<file path="src/rtl/sprite_update_scheduler_pkg.sv">
// Shared constants and types for the sprite update scheduler slice.
package sprite_update_scheduler_pkg;

    // Default visible-area limits (exclusive upper bounds).
    localparam int SCREEN_WIDTH_DEF  = 640;
    localparam int SCREEN_HEIGHT_DEF = 480;

    // Sprite index assignments.
    localparam int TARGET  = 0;
    localparam int TORPEDO = 1;

    // Sweep controller states.
    typedef enum logic [0:0] {
        ST_IDLE  = 1'b0,
        ST_SWEEP = 1'b1
    } sweep_state_e;

endpackage

</file>
<file path="src/rtl/sprite_update_scheduler_adder.sv">
// Shared position adder: adds a sign-extended velocity to a position and
// reports whether the resulting position lies inside the visible area.
// Purely combinational; wraps modulo 2^X_WIDTH / 2^Y_WIDTH.
module sprite_position_adder #(
    parameter int X_WIDTH       = 10,
    parameter int Y_WIDTH       = 10,
    parameter int D_WIDTH       = 3,
    parameter int SCREEN_WIDTH  = 640,
    parameter int SCREEN_HEIGHT = 480
) (
    input  logic [X_WIDTH-1:0] x_i,
    input  logic [Y_WIDTH-1:0] y_i,
    input  logic [D_WIDTH-1:0] dx_i,
    input  logic [D_WIDTH-1:0] dy_i,
    output logic [X_WIDTH-1:0] new_x_o,
    output logic [Y_WIDTH-1:0] new_y_o,
    output logic               within_screen_o
);

    // One extra bit so a limit equal to 2^WIDTH still compares correctly.
    localparam logic [X_WIDTH:0] X_LIM = (X_WIDTH+1)'(SCREEN_WIDTH);
    localparam logic [Y_WIDTH:0] Y_LIM = (Y_WIDTH+1)'(SCREEN_HEIGHT);

    assign new_x_o = x_i + {{(X_WIDTH-D_WIDTH){dx_i[D_WIDTH-1]}}, dx_i};
    assign new_y_o = y_i + {{(Y_WIDTH-D_WIDTH){dy_i[D_WIDTH-1]}}, dy_i};
    assign within_screen_o = ({1'b0, new_x_o} < X_LIM) && ({1'b0, new_y_o} < Y_LIM);

endmodule

</file>
<file path="src/rtl/sprite_update_scheduler.sv">
// Sprite update scheduler: holds per-sprite position/velocity registers and
// sweeps them one per cycle through a single shared adder after each frame tick.
// Writes from the game master always win over the sweep for the same sprite.
module sprite_update_scheduler
    import sprite_update_scheduler_pkg::*;
#(
    parameter int N_SPRITES     = 2,
    parameter int X_WIDTH       = 10,
    parameter int Y_WIDTH       = 10,
    parameter int D_WIDTH       = 3,
    parameter int SCREEN_WIDTH  = SCREEN_WIDTH_DEF,
    parameter int SCREEN_HEIGHT = SCREEN_HEIGHT_DEF
) (
    input  logic                           clk,
    input  logic                           reset,
    input  logic                           frame_tick,
    input  logic [N_SPRITES-1:0]           write_xy,
    input  logic [N_SPRITES-1:0]           write_dxy,
    input  logic [N_SPRITES-1:0]           enable_update,
    input  logic [X_WIDTH-1:0]             load_x,
    input  logic [Y_WIDTH-1:0]             load_y,
    input  logic [D_WIDTH-1:0]             load_dx,
    input  logic [D_WIDTH-1:0]             load_dy,
    output logic [N_SPRITES*X_WIDTH-1:0]   sprite_x,
    output logic [N_SPRITES*Y_WIDTH-1:0]   sprite_y,
    output logic [N_SPRITES-1:0]           within_screen,
    output logic                           busy,
    output logic                           update_done,
    output logic                           overrun
);

    localparam int IDX_W = (N_SPRITES > 1) ? $clog2(N_SPRITES) : 1;
    localparam logic [IDX_W-1:0] LAST_IDX = IDX_W'(N_SPRITES-1);
    localparam logic [X_WIDTH:0] X_LIM    = (X_WIDTH+1)'(SCREEN_WIDTH);
    localparam logic [Y_WIDTH:0] Y_LIM    = (Y_WIDTH+1)'(SCREEN_HEIGHT);

    sweep_state_e          state_q, state_d;
    logic [IDX_W-1:0]      idx_q, idx_d;
    logic                  busy_q, busy_d;
    logic                  done_q, done_d;
    logic                  ovr_q, ovr_d;

    logic [X_WIDTH-1:0]    x_q  [N_SPRITES];
    logic [X_WIDTH-1:0]    x_d  [N_SPRITES];
    logic [Y_WIDTH-1:0]    y_q  [N_SPRITES];
    logic [Y_WIDTH-1:0]    y_d  [N_SPRITES];
    logic [D_WIDTH-1:0]    dx_q [N_SPRITES];
    logic [D_WIDTH-1:0]    dx_d [N_SPRITES];
    logic [D_WIDTH-1:0]    dy_q [N_SPRITES];
    logic [D_WIDTH-1:0]    dy_d [N_SPRITES];

    // The on-screen flag of a freshly changed position is staged one cycle so
    // within_screen trails the position registers by exactly one edge.
    logic [N_SPRITES-1:0]  within_q, within_d;
    logic [N_SPRITES-1:0]  pend_q, pend_d;
    logic [N_SPRITES-1:0]  pend_val_q, pend_val_d;

    logic [X_WIDTH-1:0]    add_x_s;
    logic [Y_WIDTH-1:0]    add_y_s;
    logic                  add_within_s;
    logic                  load_within_s;

    sprite_position_adder #(
        .X_WIDTH       (X_WIDTH),
        .Y_WIDTH       (Y_WIDTH),
        .D_WIDTH       (D_WIDTH),
        .SCREEN_WIDTH  (SCREEN_WIDTH),
        .SCREEN_HEIGHT (SCREEN_HEIGHT)
    ) u_adder (
        .x_i             (x_q[idx_q]),
        .y_i             (y_q[idx_q]),
        .dx_i            (dx_q[idx_q]),
        .dy_i            (dy_q[idx_q]),
        .new_x_o         (add_x_s),
        .new_y_o         (add_y_s),
        .within_screen_o (add_within_s)
    );

    assign load_within_s = ({1'b0, load_x} < X_LIM) && ({1'b0, load_y} < Y_LIM);

    // Sweep controller: start on tick from idle, step idx, flag done/overrun.
    always_comb begin
        state_d = state_q;
        idx_d   = idx_q;
        busy_d  = busy_q;
        done_d  = 1'b0;
        ovr_d   = 1'b0;
        case (state_q)
            ST_IDLE: begin
                if (frame_tick) begin
                    state_d = ST_SWEEP;
                    idx_d   = {IDX_W{1'b0}};
                    busy_d  = 1'b1;
                end else begin
                    busy_d  = 1'b0;
                end
            end
            ST_SWEEP: begin
                ovr_d = frame_tick;
                if (idx_q == LAST_IDX) begin
                    state_d = ST_IDLE;
                    idx_d   = {IDX_W{1'b0}};
                    busy_d  = 1'b0;
                    done_d  = 1'b1;
                end else begin
                    idx_d   = idx_q + IDX_W'(1);
                end
            end
            default: begin
                state_d = ST_IDLE;
                idx_d   = {IDX_W{1'b0}};
                busy_d  = 1'b0;
            end
        endcase
    end

    // Per-sprite next state: a write beats the sweep's update of the same sprite.
    always_comb begin
        for (int i = 0; i < N_SPRITES; i++) begin
            x_d[i]        = x_q[i];
            y_d[i]        = y_q[i];
            dx_d[i]       = dx_q[i];
            dy_d[i]       = dy_q[i];
            pend_d[i]     = 1'b0;
            pend_val_d[i] = pend_val_q[i];
            within_d[i]   = pend_q[i] ? pend_val_q[i] : within_q[i];
            if (write_xy[i]) begin
                x_d[i]        = load_x;
                y_d[i]        = load_y;
                pend_d[i]     = 1'b1;
                pend_val_d[i] = load_within_s;
            end else if ((state_q == ST_SWEEP) && (idx_q == IDX_W'(i)) && enable_update[i]) begin
                x_d[i]        = add_x_s;
                y_d[i]        = add_y_s;
                pend_d[i]     = 1'b1;
                pend_val_d[i] = add_within_s;
            end else begin
                pend_d[i]     = 1'b0;
            end
            if (write_dxy[i]) begin
                dx_d[i] = load_dx;
                dy_d[i] = load_dy;
            end else begin
                dx_d[i] = dx_q[i];
                dy_d[i] = dy_q[i];
            end
        end
    end

    // State, sprite and flag registers with asynchronous reset.
    always_ff @(posedge clk or posedge reset) begin
        if (reset) begin
            state_q    <= ST_IDLE;
            idx_q      <= {IDX_W{1'b0}};
            busy_q     <= 1'b0;
            done_q     <= 1'b0;
            ovr_q      <= 1'b0;
            within_q   <= {N_SPRITES{1'b1}};
            pend_q     <= {N_SPRITES{1'b0}};
            pend_val_q <= {N_SPRITES{1'b1}};
            for (int i = 0; i < N_SPRITES; i++) begin
                x_q[i]  <= {X_WIDTH{1'b0}};
                y_q[i]  <= {Y_WIDTH{1'b0}};
                dx_q[i] <= {D_WIDTH{1'b0}};
                dy_q[i] <= {D_WIDTH{1'b0}};
            end
        end else begin
            state_q    <= state_d;
            idx_q      <= idx_d;
            busy_q     <= busy_d;
            done_q     <= done_d;
            ovr_q      <= ovr_d;
            within_q   <= within_d;
            pend_q     <= pend_d;
            pend_val_q <= pend_val_d;
            for (int i = 0; i < N_SPRITES; i++) begin
                x_q[i]  <= x_d[i];
                y_q[i]  <= y_d[i];
                dx_q[i] <= dx_d[i];
                dy_q[i] <= dy_d[i];
            end
        end
    end

    for (genvar g = 0; g < N_SPRITES; g++) begin : g_pack
        assign sprite_x[g*X_WIDTH +: X_WIDTH] = x_q[g];
        assign sprite_y[g*Y_WIDTH +: Y_WIDTH] = y_q[g];
    end

    assign within_screen = within_q;
    assign busy          = busy_q;
    assign update_done   = done_q;
    assign overrun       = ovr_q;

endmodule
</file>
<file path="config.mk">
export PLATFORM = sky130hd
export DESIGN_NAME = sprite_update_scheduler
export DESIGN_NICKNAME = d
export VERILOG_FILES = /design/src/rtl/sprite_update_scheduler_pkg.sv /design/src/rtl/sprite_update_scheduler_adder.sv /design/src/rtl/sprite_update_scheduler.sv
export SDC_FILE = /design/constraint.sdc
export NUM_CORES = 1
export LEC_CHECK = 0
export ABC_CLOCK_PERIOD_IN_PS = 3600
export CAP_MARGIN = 15
export CORE_ASPECT_RATIO = 1.75
export CORE_UTILIZATION = 64
export DETAILED_ROUTE_END_ITERATION = 10
export DONT_BUFFER_PORTS = 1
export GPL_ROUTABILITY_DRIVEN = 0
export PLACE_DENSITY = 0.8
export SLEW_MARGIN = 10
export SYNTH_ARGS = -nofsm -noshare
export SYNTH_HDL_FRONTEND = slang
export SYNTH_HIERARCHICAL = 1
export SYNTH_SLANG_ARGS = --single-unit
</file>
<file path="constraint.sdc">
create_clock -name clk -period 3.6 [get_ports clk]
set_input_delay 0.72 -clock clk [delete_from_list [all_inputs] [get_ports clk]]
set_output_delay 0.72 -clock clk [all_outputs]
set_load 0.005 [all_outputs]
</file>
Word-level counts from Yosys, hierarchy flattened
Index checks and enable logic that the tools add are counted.

operators by class
  add/subtract/negate cells = 3
  muxes and demuxes = 39
  equal/unequal tests = 2
  bitwise gates (word level) = 3
  reductions and logical operators = 8
  $lt $le $gt $ge = 5

operators by type and width
  operator                                                                       count
  10-bit two-way mux                                                             14
  10-bit adder                                                                   2
  10-bit less-than comparator, second input constant                             2
  10-bit by 9-bit less-than comparator with 1-bit output, second input constant  2
  3-bit two-way mux                                                              6
  1-bit two-way mux                                                              16
  1-bit logical AND                                                              6
  1-bit case mux with 2 select lines                                             3
  2-bit nonzero test                                                             2
  2-bit >= comparator, second input constant                                     1
  2-bit by 1-bit != test with 1-bit output, second input constant                1
  2-bit != test, second input constant                                           1
  1-bit NOT                                                                      2
  1-bit NOT with 2-bit output                                                    1
  1-bit adder, second input constant                                             1

storage, ports and cells
  input bits = 35
  bits in registers = 63
  output and inout bits = 45

Depth between registers and ports, before layout
Gate-level depths: netlist of run 1.

  depth in word-level cells = 9
  depth in mapped cells = 14
  mapped depth without buffers = 12

By module
Netlist of run 1, hierarchy kept.

by module, submodules not included
  module                   seq. area each (um2)  cells an instance  instances  area each (um2)
  sprite_update_scheduler  1581.5                263                1          3042.9
  sprite_position_adder    0.0                   107                1          835.8

Worst setup path before layout of run 1
Ideal clock, no wire load.

  path kind = register to register
  start point = register idx_q
  end point = register pend_val_q[1]
  stages on the path, launching flop included = 15
  data arrival time = 2.970 ns
  buffers on the path = 2
  slack = 0.551 ns
  required time = 3.521 ns
  clock period less this slack = 3.049 ns
  path through = dfrtp_1 buf_4 buf_4 mux2_2 ha_1 inv_1 fa_1 nor2b_4 o31a_1 a311o_1 a21oi_2 xnor2_1 a221oi_2 mux2i_1 o21ai_0

between the ends
  cells in the longest elaborated chain, start to end = 9
  elaborated cells on any way between the ends = 23
  classes of those cells = 2 x add/sub; 2 x order compare; 14 x mux; 1 x bitwise; 4 x reduce/logical

RTL lines
  item                                                                                        line                                                          source
  start: declaration                                                                          sprite_update_scheduler.sv:38                                 logic [IDX_W-1:0] idx_q, idx_d;
  start signal: assignment                                                                    sprite_update_scheduler.sv:154                                idx_q <= {IDX_W{1'b0}};
  start signal: assignment                                                                    sprite_update_scheduler.sv:169                                idx_q <= idx_d;
  1-bit NOT with 2-bit output (not written as such) (*)                                       sprite_update_scheduler.sv:71, sprite_update_scheduler.sv:73
  10-bit two-way mux (not written as such) or 3-bit two-way mux (tied branches) (3 in a row)  sprite_update_scheduler.sv:71, sprite_update_scheduler.sv:73
  10-bit adder (*)                                                                            sprite_update_scheduler_adder.sv:25                           assign new_y_o = y_i + {{(Y_WIDTH-D_WIDTH){dy_i[D_WIDTH-1]}}, dy_i};
  net add_y_s[8]                                                                              sprite_update_scheduler.sv:59                                 logic [Y_WIDTH-1:0] add_y_s;
  10-bit by 9-bit less-than comparator with 1-bit output (*)                                  sprite_update_scheduler_adder.sv:26                           assign within_screen_o = ({1'b0, new_x_o} < X_LIM) && ({1'b0, new_y_o} < Y_LIM);
  1-bit logical AND (*)                                                                       sprite_update_scheduler_adder.sv:26
  net add_within_s                                                                            sprite_update_scheduler.sv:60                                 logic add_within_s;
  1-bit two-way mux (*)                                                                       sprite_update_scheduler.sv:132                                end else if ((state_q == ST_SWEEP) && (idx_q == IDX_W'(i)) && enable_update[i]) begin
  1-bit two-way mux (*)                                                                       sprite_update_scheduler.sv:127                                if (write_xy[i]) begin
  end signal: assignment                                                                      sprite_update_scheduler.sv:160                                pend_val_q <= {N_SPRITES{1'b1}};
  end signal: assignment                                                                      sprite_update_scheduler.sv:175                                pend_val_q <= pend_val_d;
  end: declaration                                                                            sprite_update_scheduler.sv:56                                 logic [N_SPRITES-1:0] pend_val_q, pend_val_d;

Mark *: on every way through the listed nets, which the timed path passes. The rest lies on a longest branch. The select of a mux whose other input is x is not followed.
A chain may end at the register's enable or synchronous reset.

Worst setup path after layout of run 1
  start point = register idx_q
  end point = register pend_val_q[0]

Same word-level chain as after synthesis.

==> results.rst, run 1 <==
.. list-table::
   :header-rows: 1

   * - Metric
     - Value
   * - Result of the run
     - finished clean
   * - Launch point of the worst path
     - idx_q
   * - Post-Synthesis Cells
     - 370
   * - Layout fillers
     - around 460
   * - Area of the multi-input gates
     - between 0.002 and 0.0025 mm2
   * - Final Instance Area
     - about 0.004 mm2
   * - Total number of vias
     - 2789
   * - Number of gates given a new drive strength after cts
     - 0
   * - Max Fclk
     - between 300 and 400 MHz
   * - Worst-case headroom to the max-slew limit
     - 0.459
   * - Worst clock skew on the final layout
     - ~0.0073 ns
   * - Setup repair after global routing missed its margin
     - no
   * - Setup Crit Path Kind
     - flip-flop to flip-flop
   * - Avg Cell Area, Syn
     - between 10 and 15 um2
   * - Post-synthesis to final-layout area growth
     - 5.26%
   * - Post-CTS Setup Repair Bufs
     - 0
   * - Number of synthesized register bits
     - between 60 and 70
   * - Crit path time final
     - 3.15 ns
   * - Most instantiated library cell after synthesis
     - sky130_fd_sc_hd__dfrtp_1
   * - Power consumption
     - between 3 and 4 mW
   * - Setup slack after layout
     - 0.451 ns
   * - Maximum vdd drop
     - roughly 0.53 mV
   * - Most frequent cells after synthesis
     - sky130_fd_sc_hd__dfrtp_1 (59), sky130_fd_sc_hd__nand2_1 (45), sky130_fd_sc_hd__mux2i_1 (42)
   * - Initial Utilization
     - 0.660
   * - Crit path cell chain
     - buf_12 -> mux2_2 -> ha_1 -> inv_1 -> fa_1 -> nor2b_4 -> o31a_1 -> a311o_1 -> a21oi_2 -> xnor2_1 -> a221oi_2 -> mux2i_1 -> o21ai_1
   * - Fraction of the yosys area taken by sequential cells
     - 0.408
   * - Number of buffers added by the clock tree synthesis step
     - 9
   * - Drt total wl
     - 8.45 mm
   * - Synth Cell Area
     - between 0.003 and 0.004 mm2
   * - CTS Root Cell
     - sky130_fd_sc_hd__clkbuf_8
   * - # rows
     - 37
   * - TritonCTS clock tree
     - built
   * - Total cell area at the placement stage
     - ~0.0039 mm2
   * - Synth top area share
     - 0.381
   * - Buffers plus inverters on the worst setup path
     - 2
   * - Initial antenna violation count
     - 0
   * - Count of endpoints failing setup in the final report
     - 0
   * - Worst setup path endpoint
     - pend_val_q[0]
   * - Worst reg2reg setup slack
     - 0.45 ns
   * - R2R depth
     - 13
   * - Count of nets left with antenna violations after detail routing
     - 0
   * - Number of global-route vias before repair
     - around 2800
   * - Iteration-0 DRC Markers
     - between 200 and 250
   * - Number of vias per cell after detailed routing
     - 6.21
   * - Area contributors post-synth
     - sky130_fd_sc_hd__dfrtp_1 (38%), sky130_fd_sc_hd__mux2_2 (12%), sky130_fd_sc_hd__mux2i_1 (11%), sky130_fd_sc_hd__ha_1 (5.8%), sky130_fd_sc_hd__nand2_1 (4.4%)
   * - Maximum number of pins on one net before global-route repair
     - 44
   * - Post-DP HPWL
     - around 6 mm
   * - Sequential cell area
     - roughly 0.0016 mm2
   * - Yosys Warn Count
     - 6
   * - Path length in cells of the critical path
     - 13
   * - Number of placed instances, taps included
     - ~430
   * - First-pass GRT wire length
     - between 10 and 15 mm
   * - Final-layout setup total negative slack
     - 0 ns
   * - Cell accounting for the most synthesized area
     - sky130_fd_sc_hd__dfrtp_1
   * - GRT Util Overall
     - 0.288
   * - Per-cell routed wire length
     - roughly 19 um
   * - Final Cycle Share
     - 0.875
   * - Net total in the final layout
     - around 420
   * - Reg2Reg Launch Point
     - idx_q
   * - Data required time of the critical path
     - about 3.9 ns
   * - Critical Path Source Type
     - flip-flop
   * - Slowest library cell on the worst path
     - sky130_fd_sc_hd__dfrtp_1
   * - I/O pin total
     - 80
   * - Number of flops mapped to enable cells by yosys
     - 0
   * - Final hold vios
     - 0
   * - Die Y
     - between 100 and 150 um
   * - Signal arrival time at the worst endpoint
     - 3.42 ns
   * - Reg clk slew, reported paths
     - around 0.070 ns
   * - Main synth FF type
     - sky130_fd_sc_hd__dfrtp_1
   * - CTS Sinks
     - between 60 and 70
   * - Critical path's top delay family
     - compound AO/OA/AOI/OAI gates
   * - LEAKAGE
     - 1.98 nW
   * - Clock latency reported for the late side of the worst-skew pair
     - 0.34 ns
   * - First-pass detailed-route iteration total
     - 4
   * - Pre-CTS WS
     - roughly 0.44 ns
   * - P per Cell Area
     - between 900 and 1000 mW/mm2
   * - Diode count
     - 0
   * - Critical Path Max Stage Delay
     - 0.37 ns
   * - Crit end category
     - flip-flop
   * - Net count after synthesis
     - roughly 430
   * - Capturing point of the worst reg2reg path
     - pend_val_q[0]
   * - Proportion of layout cells with a drive suffix above 1
     - 0.189
   * - Hold Crit Class
     - input port to asynchronous set/reset pin
   * - Overall die area
     - approximately 0.0064 mm2
   * - Max_cap viols
     - 0
   * - Worst Tran Pin Value
     - between 0.8 and 0.9 ns
   * - Maximum clock path buffer count
     - 2
   * - Netlist cell types
     - 48
   * - Final core area utilization
     - 0.694
   * - Chip width
     - 60.9 um
   * - Maximum level of the CTS H-tree
     - 3
   * - Number of input and output port buffers inserted
     - 0
   * - Number of non-filler instances in the completed layout
     - between 400 and 500
   * - Hold Buf Count CTS
     - 0
   * - Total global routing overflow
     - 0
   * - Fraction of registers with async set or reset after synthesis
     - 1.00
   * - Max-slew violation count
     - 0
   * - Maximum fanout count along the critical path
     - 31
   * - DRC violation count after routing
     - 0
   * - Core region area
     - 0.00588 mm2
   * - Final hold slack
     - ~0.41 ns
==> layer usage <==
metal  vias up  part of all wire  track usage
li1       1318                 -            -
met1      1349              0.39        0.328
met2       107              0.52        0.472
met3        15             0.071        0.104
met4         0             0.022        0.119
met5         -                 0            0
==> placed cells by master, fill, tap and decap left out, types with 8 or more instances in the layout <==
| master | count |
|---|---|
| sky130_fd_sc_hd__dfrtp_1 | 59 |
| sky130_fd_sc_hd__nand2_1 | 45 |
| sky130_fd_sc_hd__mux2i_1 | 42 |
| sky130_fd_sc_hd__mux2_2 | 40 |
| sky130_fd_sc_hd__o21ai_1 | 31 |
| sky130_fd_sc_hd__o21ai_0 | 20 |
| sky130_fd_sc_hd__ha_1 | 18 |
| sky130_fd_sc_hd__xnor2_1 | 13 |
| sky130_fd_sc_hd__nor2_1 | 11 |
| sky130_fd_sc_hd__clkbuf_8 | 9 |
| sky130_fd_sc_hd__a21oi_1 | 9 |
| sky130_fd_sc_hd__inv_1 | 8 |
==> report_power, final <==
| group | internal (mW) | total [mW] | leakage, nW | switching (mW) |
|---|---|---|---|---|
| Sequential | 0.896 | 1.07 | 0.753 | 0.174 |
| Combinational | 0.987 | 2.15 | 1.13 | 1.16 |
| Clock | 0.315 | 0.577 | 0.0968 | 0.262 |
==> worst min path at each step <==
stage                             to  slack [ns]  cells past startpoint
detailed placement  within_screen[0]        0.48                      1
global placement    within_screen[0]        0.48                      1
CTS                      sprite_y[8]        0.43                      1
finish                       dx_q[1]        0.41                      1
global route           pend_val_q[0]        0.42                      1
floorplan                    dx_q[0]        0.47                      1
==> area by class of cell <==
type,count,share of cell area
Timing Repair Buffer,2,0.00674
Multi-Input combinational cell,281,0.529
Clock inverter,5,0.0123
Sequential cell,63,0.387
Clock buffer,11,0.0322
Inverter,9,0.00827
Tap cell,78,0.0239
==> registers in the layout, indices dropped and copies added (netlist names), 2 cells and up <==
| signal | cells |
|---|---|
| dx_q | 6 |
| dy_q | 6 |
| pend_q | 2 |
| pend_val_q | 2 |
| sprite_x | 20 |
| sprite_y | 20 |
| within_screen | 2 |
==> logic make-up after synthesis <==
| family | count (synthesis) | synth area share |
|---|---|---|
| adders and majority gates | 20 | 0.0684 |
| and+or+nand+nor | 83 | 0.105 |
| xor gates and xnor gates | 15 | 0.0339 |
| DFF | 63 | 0.408 |
| AOI/OAI and AO/OA | 81 | 0.125 |
| muxes | 82 | 0.225 |
| buffers and inverters | 26 | 0.0352 |
No activity file was read; power rests on OpenSTA's default activity.
==> inputs of run 2 (changes only) <==
Settings changed: GPL_ROUTABILITY_DRIVEN 0 to not set.
==> results of run 2 <==
The final DEF is identical to that of run 1; final timing and power are the same.
==> inputs of run 3 (changes only) <==
Settings changed: CORE_UTILIZATION 64 to 55, HOLD_SLACK_MARGIN set to 0.15, PLACE_DENSITY 0.8 to 0.7.
==> results.rst, run 3 (synthesis gave the netlist of run 1 again) <==
.. list-table::
   :header-rows: 1

   * - Metric
     - Value
   * - Number of placed instances, taps included
     - 440 (+1.6%)
   * - CTS Root Cell
     - sky130_fd_sc_hd__clkbuf_16
   * - Result of the run
     - finished clean
   * - P per Cell Area
     - 996 mW/mm2 (+7.2%)
   * - Slowest library cell on the worst path
     - sky130_fd_sc_hd__mux2_2
   * - Count of endpoints failing setup in the final report
     - 0 (unchanged)
   * - Final Cycle Share
     - 0.886 (+0.0113)
   * - Clock network fraction of total power
     - 0.238 (+0.086)
   * - Top layer used by detailed routing
     - met4
   * - Count of nets left with antenna violations after detail routing
     - 0 (unchanged)
   * - Highest-count cells in the layout ignoring fill and taps
     - sky130_fd_sc_hd__dfrtp_1 (59), sky130_fd_sc_hd__nand2_1 (45), sky130_fd_sc_hd__mux2i_1 (42), sky130_fd_sc_hd__mux2_2 (40), sky130_fd_sc_hd__o21ai_1 (31)
   * - CTS Sinks
     - 63 (unchanged)
   * - Core region area
     - 0.00686 mm2 (+17%)
   * - Drt total wl
     - 8.89 mm (+5.2%)
   * - Crit path time final
     - 3.19 ns (+0.0405 ns)
   * - TritonCTS clock tree
     - built
   * - Hold Buf Count CTS
     - 0 (unchanged)
   * - Number of non-filler instances in the completed layout
     - 456 (+1.6%)
   * - Post-synthesis to final-layout area growth
     - 9.55%
   * - I/O pin total
     - 80 (unchanged)
   * - Buffers plus inverters on the worst setup path
     - 1 (-1)
   * - DRC violation count after routing
     - 0 (unchanged)
   * - Wire length on met1
     - 3.44 mm (+5.2%)
   * - Metal2 WL
     - 4.68 mm (+6.7%)
   * - Maximum vdd drop
     - 0.477 mV (-10%)
   * - Worst reg2reg setup slack
     - 0.41 ns (-0.04 ns)
   * - Initial antenna violation count
     - 0 (unchanged)
   * - Routability cong.
     - between 0.8 and 0.9
   * - Reg clk slew, reported paths
     - 0.06 ns (about the same)
   * - Crit end category
     - flip-flop
   * - Critical path's top delay family
     - compound AO/OA/AOI/OAI gates
   * - Per-cell routed wire length
     - 19.5 um (+3.6%)
   * - Hold Crit Class
     - input port to asynchronous set/reset pin
   * - Power spent charging and discharging nets
     - 1.68 mW (+5.1%)
   * - Proportion of layout cells with a drive suffix above 1
     - 0.196 (+0.00756)
   * - Maximum level of the CTS H-tree
     - 3 (unchanged)
   * - Diode count
     - 0 (unchanged)
   * - Data required time of the critical path
     - 3.86 ns (about the same)
   * - Critical Path Source Type
     - flip-flop
   * - Initial Utilization
     - 0.566 (-0.0940)
   * - Number of buffers added by the clock tree synthesis step
     - 9 (unchanged)
   * - Proportion of power drawn by combinational gates
     - 0.509 (-0.057)
   * - Clock latency reported for the late side of the worst-skew pair
     - 0.33 ns (about the same)
   * - Max_cap viols
     - 0 (unchanged)
   * - Sequential group share of total power
     - 0.252 (-0.030)
   * - # rows
     - 40 (+8.1%)
   * - Final hold slack
     - 0.416 ns (+0.00906 ns)
   * - First-pass detailed-route iteration total
     - 5 (+1)
   * - Internal cell power
     - 2.56 mW (+16%)
   * - First-pass GRT wire length
     - 14.4 mm (+7.0%)
   * - LEAKAGE
     - 2.05 nW (+3.5%)
   * - Commonest non-fill, non-tap cell in the layout
     - sky130_fd_sc_hd__dfrtp_1
   * - Number of vias per cell after detailed routing
     - 6.10 (-1.8%)
   * - Critical Path Max Stage Delay
     - 0.47 ns (+0.10 ns)
   * - Crit path cell chain
     - buf_4 -> mux2_2 -> ha_1 -> nor2b_4 -> o31a_1 -> a311o_1 -> a21oi_2 -> xnor2_1 -> a221oi_2 -> mux2i_1 -> o21ai_0
   * - Number of gates given a new drive strength after cts
     - 0 (unchanged)
   * - Post-DP HPWL
     - 6.24 mm (+4.3%)
   * - Max-slew violation count
     - 0 (unchanged)
   * - Iteration-0 DRC Markers
     - 143 (-35%)
   * - Worst Tran Pin Value
     - 0.798 ns (-0.0132 ns)
   * - Die Y
     - 113 um (+7.7%)
   * - Sw frac
     - 0.396 (-0.0242)
   * - Max Fclk
     - 314 MHz (-1.3%)
   * - Net total in the final layout
     - 422 (+0.24%)
   * - Power consumption
     - 4.23 mW (+12%)
   * - Overall die area
     - 0.00741 mm2 (+16%)
   * - Setup repair after global routing missed its margin
     - no
   * - Setup Crit Path Kind
     - flip-flop to flip-flop
   * - Number of global-route vias before repair
     - 2919 (+4.1%)
   * - Chip width
     - 65.5 um (+7.6%)
   * - Worst-case headroom to the max-slew limit
     - 0.467 (+0.00878)
   * - GRT Util Overall
     - 0.262 (-0.0261)
   * - Maximum clock path buffer count
     - 2 (unchanged)
   * - Routed length on met3
     - 590 um (-1.7%)
   * - Signal arrival time at the worst endpoint
     - 3.45 ns (+0.03 ns)
   * - Post-CTS Setup Repair Bufs
     - 0 (unchanged)
   * - Worst clock skew on the final layout
     - 0.00745 ns (+0.000179 ns)
   * - Total number of vias
     - 2781 (-0.29%)
   * - Final hold vios
     - 0 (unchanged)
   * - Maximum number of pins on one net before global-route repair
     - 44 (unchanged)
   * - Final-layout setup total negative slack
     - 0 ns (unchanged)
   * - Number of input and output port buffers inserted
     - 0 (unchanged)
   * - Maximum fanout count along the critical path
     - 19 (-39%)
   * - Total global routing overflow
     - 0 (unchanged)
==> run 3: cell count changes in the layout (fill, tap and decap cells not counted) <==
cell                         before  now
sky130_fd_sc_hd__buf_12           1    0
sky130_fd_sc_hd__buf_4            1    3
sky130_fd_sc_hd__bufinv_16        1    3
sky130_fd_sc_hd__clkbuf_1         2    0
sky130_fd_sc_hd__clkbuf_16        0    9
sky130_fd_sc_hd__clkbuf_8         9    0
sky130_fd_sc_hd__clkinv_2         4    1
sky130_fd_sc_hd__clkinv_4         0    1
sky130_fd_sc_hd__clkinvlp_4       0    1
sky130_fd_sc_hd__inv_6            0    1
==> run 3: final cells by class <==
class	instances	area (um2)
well taps	84	105
fillers	545	2610
multi-input cells	281	2160
repair buffers	3	22.5
clock inverters	7	120
clock buffers	9	225
flip-flops and latches	63	1580
inverters	9	33.8
==> run 3: power groups by stage <==
| stage | Sequential (mW) | Combinational, mW | Clock [mW] |
|---|---|---|---|
| after floorplan | 1.03 | 1.77 | 0 |
| after global placement | 1.08 | 2.06 | 0 |
| after detailed placement | 1.09 | 2.12 | 0 |
| after CTS | 1.07 | 2.15 | 1.02 |
| after global routing | 1.09 | 2.37 | 1.06 |
| final | 1.07 | 2.15 | 1.01 |
==> run 3: worst paths after layout <==
kind / cells past startpoint / from / endpoint
max: 11 / idx_q / pend_val_q[1]
min: 1 / reset / sprite_y[7]
max reg2reg: 11 / idx_q / pend_val_q[1]
min reg2reg: 1 / pend_q[0] / within_screen[0]
max in group asynchronous: 2 / reset / pend_val_q[0]
min in group clk: 1 / write_xy[0] / pend_val_q[0]
==> run 3: per-stage QoR <==
stage / setup slack (ns) / area [um2] / util
after floorplan: 0.551 / 3880 / -
after global placement: 0.542 / 3900 / 0.569
after detailed placement: 0.446 / 3900 / 0.569
after CTS: 0.409 / 4250 / 0.620
after global routing: 0.256 / 4250 / 0.620
final: 0.410 / 4250 / 0.620
==> run 3: layer usage <==
layer  up-vias  track usage
met5         -            0
met1      1327        0.282
li1       1318            -
met4         0       0.0957
met2       118        0.464
met3        18       0.0857
